[src/rtl/serial_echo_scheduler_pkg.sv]
// -----------------------------------------------------------------------------
// serial_echo_scheduler_pkg
// Shared definitions for the serial echo scheduler and its push sequencer:
// pop state encodings, ACK timeout counter width and the level-width helper.
// -----------------------------------------------------------------------------
package serial_echo_scheduler_pkg;

  typedef enum logic [2:0] {
    S_IDLE  = 3'd0,
    S_POP   = 3'd1,
    S_LOAD  = 3'd2,
    S_START = 3'd3,
    S_ACK   = 3'd4,
    S_BUSY  = 3'd5
  } echo_state_t;

  // ACK_TIMEOUT is limited to 1..255, so eight bits always hold the count.
  localparam int ACK_CNT_W = 8;

  // Bits needed to hold an occupancy count of 0..size inclusive.
  function automatic int level_width(input int size);
    return $clog2(size + 1);
  endfunction

endpackage

[src/rtl/echo_push_sequencer.sv]
// -----------------------------------------------------------------------------
// echo_push_sequencer
// Holds one received byte until it can be pushed into the shared FIFO, spaces
// push pulses so two are never adjacent, and keeps the sticky overrun flag.
//
// Ports:
//   clk          system clock
//   i_clear      synchronous active-high reset
//   i_flush      drop pending byte and clear overrun
//   i_rx_valid   one-cycle byte strobe from the receiver
//   i_rx_data    received byte
//   i_full       FIFO occupancy (already including issued pushes) is at capacity
//   i_pop_next   a pop pulse is being launched for the next cycle
//   o_push_go    a push pulse is being launched for the next cycle
//   o_waiting    a byte is pending or arriving and still has to be pushed
//   o_push       registered push pulse (FIFO push_clock)
//   o_in_data    registered FIFO write data
//   o_overrun    sticky: a byte was dropped
// -----------------------------------------------------------------------------
module echo_push_sequencer #(
  parameter int DATA_WIDTH = 8
) (
  input  logic                  clk,
  input  logic                  i_clear,
  input  logic                  i_flush,
  input  logic                  i_rx_valid,
  input  logic [DATA_WIDTH-1:0] i_rx_data,
  input  logic                  i_full,
  input  logic                  i_pop_next,
  output logic                  o_push_go,
  output logic                  o_waiting,
  output logic                  o_push,
  output logic [DATA_WIDTH-1:0] o_in_data,
  output logic                  o_overrun
);

  logic                  r_pend_valid;
  logic [DATA_WIDTH-1:0] r_pend_data;
  logic                  r_push;
  logic [DATA_WIDTH-1:0] r_in_data;
  logic                  r_overrun;

  logic                  w_rx_accept;
  logic                  w_rx_drop;
  logic [DATA_WIDTH-1:0] w_cand_data;

  // A byte is taken only when the one-entry holding slot is free and the FIFO
  // has room; the level already counts every push issued, so the slot plus
  // the level can never exceed the FIFO depth. Bytes in a flush cycle vanish
  // silently.
  always_comb begin
    w_rx_accept = i_rx_valid && !i_flush && !r_pend_valid && !i_full;
    w_rx_drop   = i_rx_valid && !i_flush && !w_rx_accept;
    o_waiting   = r_pend_valid || w_rx_accept;
    w_cand_data = r_pend_valid ? r_pend_data : i_rx_data;
    // r_push blocks a second pulse in the following cycle.
    o_push_go   = o_waiting && !r_push && !i_pop_next && !i_flush;
  end

  always_ff @(posedge clk) begin
    if (i_clear) begin
      r_pend_valid <= 1'b0;
      r_pend_data  <= '0;
      r_push       <= 1'b0;
      r_in_data    <= '0;
      r_overrun    <= 1'b0;
    end else begin
      r_push       <= o_push_go;
      if (o_push_go) r_in_data <= w_cand_data;
      // A byte that could not go out this edge waits in the slot.
      r_pend_valid <= !i_flush && o_waiting && !o_push_go;
      if (w_rx_accept && !o_push_go) r_pend_data <= i_rx_data;
      if (i_flush)        r_overrun <= 1'b0;
      else if (w_rx_drop) r_overrun <= 1'b1;
    end
  end

  assign o_push    = r_push;
  assign o_in_data = r_in_data;
  assign o_overrun = r_overrun;

endmodule

[src/rtl/serial_echo_scheduler.sv]
// -----------------------------------------------------------------------------
// serial_echo_scheduler
// Sequences the shared byte FIFO between UART receiver and transmitter: turns
// receive strobes into push pulses, transmitter readiness into pop pulses,
// tracks occupancy, reports overrun and owns the FIFO clear line.
//
// Handshakes: rx_valid is a one-cycle strobe with no back-pressure (a byte that
// cannot be held is dropped and flagged). Toward the transmitter, tx_start is a
// one-cycle strobe with tx_data stable from then until the FSM is back in IDLE;
// the transmitter acknowledges by raising tx_busy and finishes by dropping it.
//
// Ports:
//   clk, clear          clock, synchronous active-high reset
//   enable              allow pops (pushes always run)
//   flush               one-cycle request to empty the FIFO
//   rx_data, rx_valid   received byte and strobe
//   tx_busy             transmitter busy
//   tx_data, tx_start   byte to send and start strobe
//   fifo_in_data        FIFO write data
//   fifo_out_data       FIFO read buffer
//   fifo_push/pop/clear FIFO control pulses
//   level, empty, full  stored byte count and flags
//   overrun             sticky dropped-byte flag
//   dbg_state           current pop state
// -----------------------------------------------------------------------------
module serial_echo_scheduler
  import serial_echo_scheduler_pkg::*;
#(
  parameter int FIFO_SIZE   = 8,
  parameter int DATA_WIDTH  = 8,
  parameter int ACK_TIMEOUT = 16
) (
  input  logic                           clk,
  input  logic                           clear,
  input  logic                           enable,
  input  logic                           flush,
  input  logic [DATA_WIDTH-1:0]          rx_data,
  input  logic                           rx_valid,
  input  logic                           tx_busy,
  output logic [DATA_WIDTH-1:0]          tx_data,
  output logic                           tx_start,
  output logic [DATA_WIDTH-1:0]          fifo_in_data,
  input  logic [DATA_WIDTH-1:0]          fifo_out_data,
  output logic                           fifo_push,
  output logic                           fifo_pop,
  output logic                           fifo_clear,
  output logic [$clog2(FIFO_SIZE+1)-1:0] level,
  output logic                           empty,
  output logic                           full,
  output logic                           overrun,
  output echo_state_t                    dbg_state
);

  localparam int                   LW        = level_width(FIFO_SIZE);
  localparam logic [LW-1:0]        LEVEL_MAX = LW'(FIFO_SIZE);
  localparam logic [ACK_CNT_W-1:0] ACK_LAST  = ACK_CNT_W'(ACK_TIMEOUT - 1);

  echo_state_t           r_state;
  echo_state_t           w_state_nxt;
  logic [ACK_CNT_W-1:0]  r_ack_cnt;
  logic [LW-1:0]         r_level;
  logic [LW-1:0]         w_level_nxt;
  logic                  r_empty;
  logic                  r_full;
  logic                  r_pop;
  logic                  r_tx_start;
  logic                  r_fifo_clear;
  logic [DATA_WIDTH-1:0] r_tx_data;
  logic                  w_push_go;
  logic                  w_push_waiting;
  logic                  w_launch;

  echo_push_sequencer #(
    .DATA_WIDTH (DATA_WIDTH)
  ) u_push (
    .clk        (clk),
    .i_clear    (clear),
    .i_flush    (flush),
    .i_rx_valid (rx_valid),
    .i_rx_data  (rx_data),
    .i_full     (r_full),
    .i_pop_next (w_launch),
    .o_push_go  (w_push_go),
    .o_waiting  (w_push_waiting),
    .o_push     (fifo_push),
    .o_in_data  (fifo_in_data),
    .o_overrun  (overrun)
  );

  // Pop FSM next state. Pushes win: a pop is launched only from IDLE when no
  // byte is waiting, so the two pulses can never coincide.
  always_comb begin
    w_state_nxt = r_state;
    w_launch    = 1'b0;
    case (r_state)
      S_IDLE: begin
        if (enable && (r_level != '0) && !w_push_waiting && !tx_busy && !flush) begin
          w_launch    = 1'b1;
          w_state_nxt = S_POP;
        end
      end
      S_POP:   w_state_nxt = flush ? S_IDLE : S_LOAD;
      S_LOAD:  w_state_nxt = flush ? S_IDLE : S_START;
      S_START: w_state_nxt = S_ACK;
      S_ACK: begin
        if (tx_busy)                     w_state_nxt = S_BUSY;
        else if (r_ack_cnt == ACK_LAST)  w_state_nxt = S_IDLE;
      end
      S_BUSY: begin
        if (!tx_busy) w_state_nxt = S_IDLE;
      end
      default: w_state_nxt = S_IDLE;
    endcase
  end

  // Level moves on the same edge that raises the matching pulse.
  always_comb begin
    w_level_nxt = r_level;
    if (flush)          w_level_nxt = '0;
    else if (w_push_go) w_level_nxt = r_level + 1'b1;
    else if (w_launch)  w_level_nxt = r_level - 1'b1;
  end

  always_ff @(posedge clk) begin
    if (clear) begin
      r_state      <= S_IDLE;
      r_ack_cnt    <= '0;
      r_level      <= '0;
      r_empty      <= 1'b1;
      r_full       <= 1'b0;
      r_pop        <= 1'b0;
      r_tx_start   <= 1'b0;
      r_tx_data    <= '0;
      r_fifo_clear <= 1'b1;
    end else begin
      r_state      <= w_state_nxt;
      r_ack_cnt    <= (r_state == S_ACK) ? r_ack_cnt + 1'b1 : '0;
      r_level      <= w_level_nxt;
      r_empty      <= (w_level_nxt == '0);
      r_full       <= (w_level_nxt == LEVEL_MAX);
      r_pop        <= (w_state_nxt == S_POP);
      r_tx_start   <= (w_state_nxt == S_START);
      // The read buffer shows the popped byte during the POP cycle.
      if (r_state == S_POP && !flush) r_tx_data <= fifo_out_data;
      r_fifo_clear <= flush;
    end
  end

  assign tx_data    = r_tx_data;
  assign tx_start   = r_tx_start;
  assign fifo_pop   = r_pop;
  assign fifo_clear = r_fifo_clear;
  assign level      = r_level;
  assign empty      = r_empty;
  assign full       = r_full;
  assign dbg_state  = r_state;

endmodule

[config.mk]
export PLATFORM = sky130hd
export DESIGN_NAME = serial_echo_scheduler
export DESIGN_NICKNAME = d
export VERILOG_FILES = /design/src/rtl/serial_echo_scheduler_pkg.sv /design/src/rtl/echo_push_sequencer.sv /design/src/rtl/serial_echo_scheduler.sv
export SDC_FILE = /design/constraint.sdc
export NUM_CORES = 1
export LEC_CHECK = 0
export CAP_MARGIN = 0
export CORE_MARGIN = 2
export CORE_UTILIZATION = 49
export DETAILED_ROUTE_END_ITERATION = 10
export PLACE_DENSITY = 0.79
export SLEW_MARGIN = 40
export SYNTH_ARGS = -nofsm -noshare
export SYNTH_HDL_FRONTEND = slang
export SYNTH_HIERARCHICAL = 1
export SYNTH_SLANG_ARGS = --single-unit
[constraint.sdc]
create_clock -name clk -period 4.2 [get_ports clk]
set_input_delay 1.05 -clock clk [delete_from_list [all_inputs] [get_ports clk]]
set_output_delay 1.05 -clock clk [all_outputs]
set_load 0.02 [all_outputs]
# Word level (Yosys, flattened, before mapping)
# Index checks and enable logic that the tools add are counted.
[word_totals]
ramBits = 0
ff_bits = 47
romBits = 0
wordCells = 70
mem_count = 0
inputBits = 22
latchBits = 0
out_inout_bits = 30
[classes]
reduce_logical = 30
addsub = 3
shift = 0
order_cmp = 0
n_div = 0
bitwise = 1
n_eq_ne = 9
multipliers = 0
n_mux = 13
[ops]
columns = ["op", "n"]
rows = [
  ["$pmux W3 S6", 1],
  ["$logic_and A1 B1 Y1", 15],
  ["$mux W3", 4],
  ["$mux W4", 3],
  ["$eq A3 B2 Y1 const B", 3],
  ["$logic_not A1 Y1", 9],
  ["$add A8 B1 Y8 const B", 1],
  ["$eq A8 B4 Y1 const B", 1],
  ["$mux W8", 1],
  ["$eq A3 B1 Y1 const B", 2],
  ["$eq A3 B3 Y1 const B", 2],
  ["$add A4 B1 Y4 const B", 1],
  ["$eq A4 B4 Y1 const B", 1],
  ["$logic_not A4 Y1", 1],
  ["$mux W2", 2],
  ["$reduce_bool A4 Y1", 1],
  ["$reduce_or A2 Y1", 2],
  ["$sub A4 B1 Y4 const B", 1],
  ["$logic_not A3 Y1", 1],
  ["$mux W1", 2],
  ["$logic_or A1 B1 Y1", 1],
  ["$not A1 Y1", 1],
]

# Logic depth before layout (Yosys ltp)
# Gate-level depths: netlist of run 1.
[depth]
depth_word = 17
mapped_depth = 12

# By module
# The synthesis of run 1 kept the hierarchy.
[modules_own_cells]
columns = ["module", "seq_area_each_um2", "area_per_inst_um2", "cells_each", "n_inst"]
rows = [
  ["serial_echo_scheduler", 560.5, 1261.2, 137, 1],
  ["echo_push_sequencer", 380.4, 952.2, 93, 1],
]

# Worst setup path after synthesis of run 1
# Ideal clock, no wire load.
[synth_path]
kind = "input-to-reg"
start = "in rx_valid"
end = "reg r_full (netlist: full)"
path_buffers = 0
path_stages = 11
required_ns = 4.108
path_slack_ns = 0.490
setup_ns = 0.092
arrival_ns = 3.619
cell_sequence = "nor3b_2 or2_2 or4b_4 nor3_4 nor3_4 o21ai_4 inv_1 or4_1 o31ai_4 xnor2_1 nor4_1"
[synth_via]
elab_chain_len = 16
word_cells_on_any_way = 18
cone_classes = "eq/ne (1); mux (5); reduce/logical (12)"
[synth_lines]
columns = ["item", "line", "source"]
rows = [
  ["from (decl)", "serial_echo_scheduler.sv:38", "input logic rx_valid,"],
  ["$logic_and A1 B1 Y1 (3 in a row)", "echo_push_sequencer.sv:52", "w_rx_accept = i_rx_valid && !i_flush && !r_pend_valid && !i_full;"],
  ["$logic_or A1 B1 Y1", "echo_push_sequencer.sv:54", "o_waiting = r_pend_valid || w_rx_accept;"],
  ["net w_push_waiting", "serial_echo_scheduler.sv:70", "logic w_push_waiting;"],
  ["$logic_not A1 Y1", "serial_echo_scheduler.sv:97", "if (enable && (r_level != '0) && !w_push_waiting && !tx_busy && !flush) begin"],
  ["$logic_and A1 B1 Y1 (3 in a row)", "serial_echo_scheduler.sv:97", ""],
  ["$mux W1", "serial_echo_scheduler.sv:97", ""],
  ["$mux W1", "serial_echo_scheduler.sv:95", "case (r_state)"],
  ["net w_launch", "serial_echo_scheduler.sv:71", "logic w_launch;"],
  ["$logic_not A1 Y1", "echo_push_sequencer.sv:57", "o_push_go = o_waiting && !r_push && !i_pop_next && !i_flush;"],
  ["$logic_and A1 B1 Y1 (2 in a row)", "echo_push_sequencer.sv:57", ""],
  ["net w_push_go", "serial_echo_scheduler.sv:69", "logic w_push_go;"],
  ["$mux W4", "serial_echo_scheduler.sv:120", "else if (w_push_go) w_level_nxt = r_level + 1'b1;"],
  ["$mux W4", "serial_echo_scheduler.sv:119", "if (flush) w_level_nxt = '0;"],
  ["$eq A4 B4 Y1", "serial_echo_scheduler.sv:140", "r_full <= (w_level_nxt == LEVEL_MAX);"],
  ["to (signal assigned)", "serial_echo_scheduler.sv:140", ""],
  ["to (decl)", "serial_echo_scheduler.sv:64", "logic r_full;"],
]
# The timed path passes the listed nets, and every way through them passes these cells.
# A chain may end at the register's enable or synchronous reset.

# Final worst setup path of run 1
# Ends and elaborated chain as after synthesis.

==> out/qor.csv, run 1 <==
metric;value;unit
dp_slack;72.0;ps
syn_nets;255;
die_w;71.2;µm
vias_per_cell;5.13;
start_util;50.8;%
ys.flop_type;dfxtp_1;
hpwl;3070;µm
io_pins;52;
synth_xor_area_share;4.35;%
cp_common_cell;nor3_4;
wl_per_cell;12.5;µm
tritoncts;done;
fin_ws;395;ps
ys_types;43;
hold_buffers;0;
dieArea;5070;µm²
cts_resized;0;
coreArea;4350;µm²
cp.required;4420;ps
hold_viol;0;
drt_iter0_drc;73;
clockBufferDepth;2;
finalClockSkew;8.38;ps
area_growth;29.3;%
grt_max_degree;39;
cp_num_buf_inv;2;
nNetsFinal;307;
htree_levels;2;
ir_worst_vdd;0.204;mV
muxShareOfSynthArea;11.3;%
postCtsSetupBuffers;0;
slew_headroom;51.7;%
cts.sinks;47;
fmax;263;MHz
startpoint_type;input port;
die_y;71.2;µm
end_kind;flip-flop;
hold_class;flip-flop to flip-flop;
place_congestion;0.804;
r2r_cells;10;
status;finished clean;
mostFrequentLayoutCells;clkdlybuf4s50_1 (51), dfxtp_1 (47), nor2_1 (26);
async_flop_share;0;%
synth.avg_cell_area;9.62;µm²
synth-seq-area-share;42.5;%
synth-compound-area-share;7.69;%
grtUsageTotal;17.8;%
clk_latency;300;ps
holdPathStages;1;
worst_pin_slew;723;ps
gr-total-overflow;0;
row_count;24;
ant_nets;0;
num_antenna_cells;0;
cts_buffers;5;
layout_commonest_cell;clkdlybuf4s50_1;
cap_violations;0;
setup_violations;0;
antenna_found_initial;0;
cp_slowest_cell;or4b_4;
final.period_utilization;90.6;%
post-route-min-period;3810;ps
arrival;4020;ps
synth_seq_cells;47;
portBuffers;51;
synthAdderAreaFrac;1.70;%
root_buffer;clkbuf_8;
worstPathMaxFanout;9;
final.setup.tns;0;ps
grt_pass1_vias;1615;
path_class;input port to flip-flop;
synth_top_family_by_area;simple AND/OR/NAND/NOR gates;
drt_wl_total;4190;µm
rsz0062_at_grt;no;
syn_inst;230;
cts.clk_slew.worst_paths;90;ps
cp_num_cells;12;
first_pass_iters;4;
yosysWarnings;6;
netlist_area;2210;µm²
drive_gt1_share;12.7;%
critical_path.top_delay_family;simple AND/OR/NAND/NOR gates;
crit_chain;clkdlybuf4s50_1 > nor3b_2 > or2_2 > or4b_4 > nor3_4 > nor3_4 > o21ai_4 > inv_1 > or4_1 > o31ai_4 > xnor2_1 > nor4_1;
p_per_area;315;nW/µm²
drv_slew;0;
total_leakage_power;1.02;nW
crit_path_max_incr_delay;520;ps
dr_total_vias;1717;
synth-simple-area-share;27.5;%
synth_edf_count;0;
grt_pass1_wl;7170;µm
drcViolationCount;0;
-- cells by family after synthesis --
logic type | after synthesis
compound gates | 23
xor+xnor | 11
fa+ha+maj | 3
buf+inv | 19
flops | 47
mux | 24
simple gates | 103
-- path summary, 6_finish.rpt --
check / start / to / slack, ps
worst min register to register: r_ack_cnt[0]$_SDFF_PP0_ / r_ack_cnt[0]$_SDFF_PP0_ / 440
worst max-delay path: rx_valid / full$_SDFF_PP0_ / 390
worst max register to register: u_push/r_pend_valid$_SDFF_PP0_ / full$_SDFF_PP0_ / 1060
worst min-delay path: r_ack_cnt[0]$_SDFF_PP0_ / r_ack_cnt[0]$_SDFF_PP0_ / 440
-- metal layers --
layer / vias to the layer above / track usage (%) / share of wire, %
met4: 0 / 5.66 / 0.64
met1: 799 / 21.0 / 46
met3: 2 / 5.77 / 5.7
met5: - / 0 / 0
met2: 38 / 30.8 / 48
li1: 878 / - / -
-- final cells by class --
cell class	instances	area, µm²
timing repair buffer	56	548
clock inverter	3	47.5
clock buffer	5	68.8
sequential	47	941
multi-input combinational	164	1160
tap	52	65.1
fill	357	1490
inverter	8	30.0
-- state kept, by name (all words and copies together) (netlist names) --
| name | flops |
|---|---|
| tx_data | 8 |
| full | 1 |
| r_ack_cnt | 8 |
| u_push/r_pend_data | 8 |
| u_push/r_pend_valid | 1 |
| u_push/o_overrun | 1 |
| tx_start | 1 |
| fifo_pop | 1 |
| u_push/o_push | 1 |
| u_push/o_in_data | 8 |
| dbg_state | 3 |
| empty | 1 |
| fifo_clear | 1 |
| level | 4 |
-- report_power, final --
part	leakage, nW	total, W	switching, W	internal [W]
registers	0.380	0.000459	0.00000578	0.000453
logic	0.580	0.000102	0.0000465	0.0000555
clock network	0.0587	0.000342	0.000161	0.000181
-- stage by stage --
step                      area (µm²)  std cells  hold WS (ps)  util [%]  total power (W)
after detailed placement        2750        327           437      63.1         0.000572
final                           2860        335           444      65.7         0.000903
after global placement          2750        327           430      63.1         0.000571
after floorplan                 2210        230           413         -         0.000525
after CTS                       2860        335           450      65.7         0.000916
after global routing            2860        335           474      65.7         0.000941
-- synth_stat cells, drive strengths merged (3+ instances only) --
master	n	share of area [%]
o21ai	3	1.2
mux2i	16	7.2
ha	3	1.7
mux2	8	4.1
a21oi	10	2.3
buf	6	2.8
nor4b	3	1.9
nand2b	17	4.8
nor3	3	1.9
nand3	3	0.68
inv	8	1.4
nand2	22	3.7
nor3b	4	2.3
xnor2	9	3.6
nor2b	11	3.1
nor2	26	4.4
dfxtp	47	43
clkbuf	5	0.85
No activity file was read; power rests on OpenSTA's default activity.
==> inputs of run 2 (changes only) <==
CORE_ASPECT_RATIO = 0.6   (was not set)
==> run 2 against run 1 <==
  * Core utilization rose by 1.8 points
  * Combinational power barely moved
  * Register-to-register slack got worse by 20 ps
  * Global-route usage rose by 0.99 points
  * Clock-buffer cell count did not move
  * Worst hold slack improved by 14 ps
  * Total power fell by 7.5%
  * Clock power fell by 20%
  * Maximum frequency fell by 1.0%
  * First-iteration DRC count rose by 2.7%
  * Wire length rose by 4.5%
==> out/qor.csv, run 2 (same netlist as run 1, synthesis figures left out) <==
metric;value;unit;change
fmax;260;MHz;-1.0%
place_congestion;0.825;;+2.6%
grt_pass1_wl;7640;µm;+6.5%
fill_cells;351;;-1.7%
num_antenna_cells;0;;unchanged
io_pins;52;;unchanged
dpl-instance-area;2760;µm²;+0.36%
row_count;18;;-25%
multiInputGateArea;1160;µm²;unchanged
crit_chain;clkdlybuf4s50_1 > nor3b_2 > or2_2 > or4b_4 > nor3_4 > nor3_4 > o21ai_4 > inv_1 > or4_1 > o31ai_4 > xnor2_1 > nor4_1;;
path_class;input port to flip-flop;;
ant_nets;0;;unchanged
p_per_area;294;nW/µm²;-6.9%
die_w;90.8;µm;+27%
wl_per_cell;12.8;µm;+2.1%
cp.required;4400;ps;-20 ps
slew_headroom;55.3;%;+3.5 points
hpwl;3220;µm;+4.6%
drcViolationCount;0;;unchanged
final.period_utilization;91.6;%;+0.95 points
clockBufferDepth;2;;unchanged
grtUsageTotal;18.8;%;+0.99 points
drv_slew;0;;unchanged
fin_ws;355;ps;-40.0 ps
htree_levels;2;;unchanged
arrival;4050;ps;+30 ps
post-route-min-period;3850;ps;+40.0 ps
end_kind;flip-flop;;
power;0.000835;W;-7.5%
drive_gt1_share;12.7;%;unchanged
cap_violations;0;;unchanged
status;finished clean;;
grt_pass1_vias;1542;;-4.5%
root_buffer;clkbuf_8;;
hold_class;flip-flop to flip-flop;;
worst_pin_slew;670;ps;-53.1 ps
crit_path_max_incr_delay;520;ps;about the same
postCtsSetupBuffers;0;;unchanged
cts_buffers;5;;unchanged
clk_latency;300;ps;about the same
ir_worst_vdd;0.217;mV;+6.4%
startpoint_type;input port;;
seq_area;941;µm²;unchanged
gr-total-overflow;0;;unchanged
start_util;52.6;%;+1.7 points
area_growth;28.5;%;
vias_per_cell;4.94;;-3.7%
drt_iter0_drc;75;;+2.7%
postLayoutCellArea;2850;µm²;-0.61%
hold_viol;0;;unchanged
first_pass_iters;4;;unchanged
nNetsFinal;307;;unchanged
cts_resized;0;;unchanged
finalClockSkew;4.86;ps;-3.52 ps
grt_max_degree;48;;+23%
layout_commonest_cell;clkdlybuf4s50_1;;
mostFrequentLayoutCells;clkdlybuf4s50_1 (51), dfxtp_1 (47), nor2_1 (26);;
final.setup.tns;0;ps;unchanged
tritoncts;done;;
dieArea;5090;µm²;+0.34%
cp_slowest_cell;or4b_4;;
dr_total_vias;1693;;-1.4%
cts.clk_slew.worst_paths;90;ps;about the same
cp_common_cell;nor3_4;;
total_leakage_power;1.00;nW;-1.8%
dp_slack;67.2;ps;-4.82 ps
final_util;67.6;%;+1.8 points
antenna_found_initial;0;;unchanged
hold_buffers;0;;unchanged
coreArea;4210;µm²;-3.3%
setup_violations;0;;unchanged
rsz0062_at_grt;no;;
portBuffers;51;;unchanged
cts.sinks;47;;unchanged
drt_wl_total;4380;µm;+4.5%
die_y;56.1;µm;-21%
worstPathMaxFanout;9;;unchanged
run 2: per-layer routing:
metal / part of all wire, % / vias to the layer above / wire length, µm / GRT usage (%)
met5: 0 / - / 0 / 0
met2: 41 / 40 / 1780 / 24.6
met3: 6.6 / 0 / 289 / 6.78
met4: 0 / 0 / 0 / 3.30
li1: - / 880 / - / -
met1: 53 / 773 / 2310 / 29.1
run 2: final cells by class:
| class | instances | share of cell area [%] |
|---|---|---|
| clock buffers | 5 | 2.42 |
| inverters | 8 | 1.06 |
| clock inverters | 3 | 0.704 |
| flip-flops and latches | 47 | 33.1 |
| well taps | 60 | 2.64 |
| multi-input cells | 164 | 40.9 |
| repair buffers | 56 | 19.3 |
run 2: final timing paths:
kind,startpoint,to,slack [ps],cells after the start
hold / removal,u_push/o_overrun$_SDFFE_PP0P_,u_push/o_overrun$_SDFFE_PP0P_,460,2
setup / recovery,rx_valid,full$_SDFF_PP0_,350,12
hold reg to reg,u_push/o_overrun$_SDFFE_PP0P_,u_push/o_overrun$_SDFFE_PP0P_,460,2
setup reg to reg,u_push/r_pend_valid$_SDFF_PP0_,full$_SDFF_PP0_,1040,10
run 2: stage by stage:
stage,hold slack [ps],std cells
after floorplan,413,230
after global placement,433,335
after detailed placement,446,335
after CTS,461,343
after global routing,480,343
final,458,343
run 2: power by group:
group	switching [W]	internal, W
clock	0.000157	0.000116
combinational	0.0000478	0.0000555
sequential	0.00000565	0.000453
run 2: critical path, delay by kind of cell:
| kind | cells | cell delay, ps |
|---|---|---|
| compound gates | 2 | 290 |
| xor+xnor | 1 | 110 |
| buf+inv | 2 | 560 |
| simple gates | 7 | 2040 |
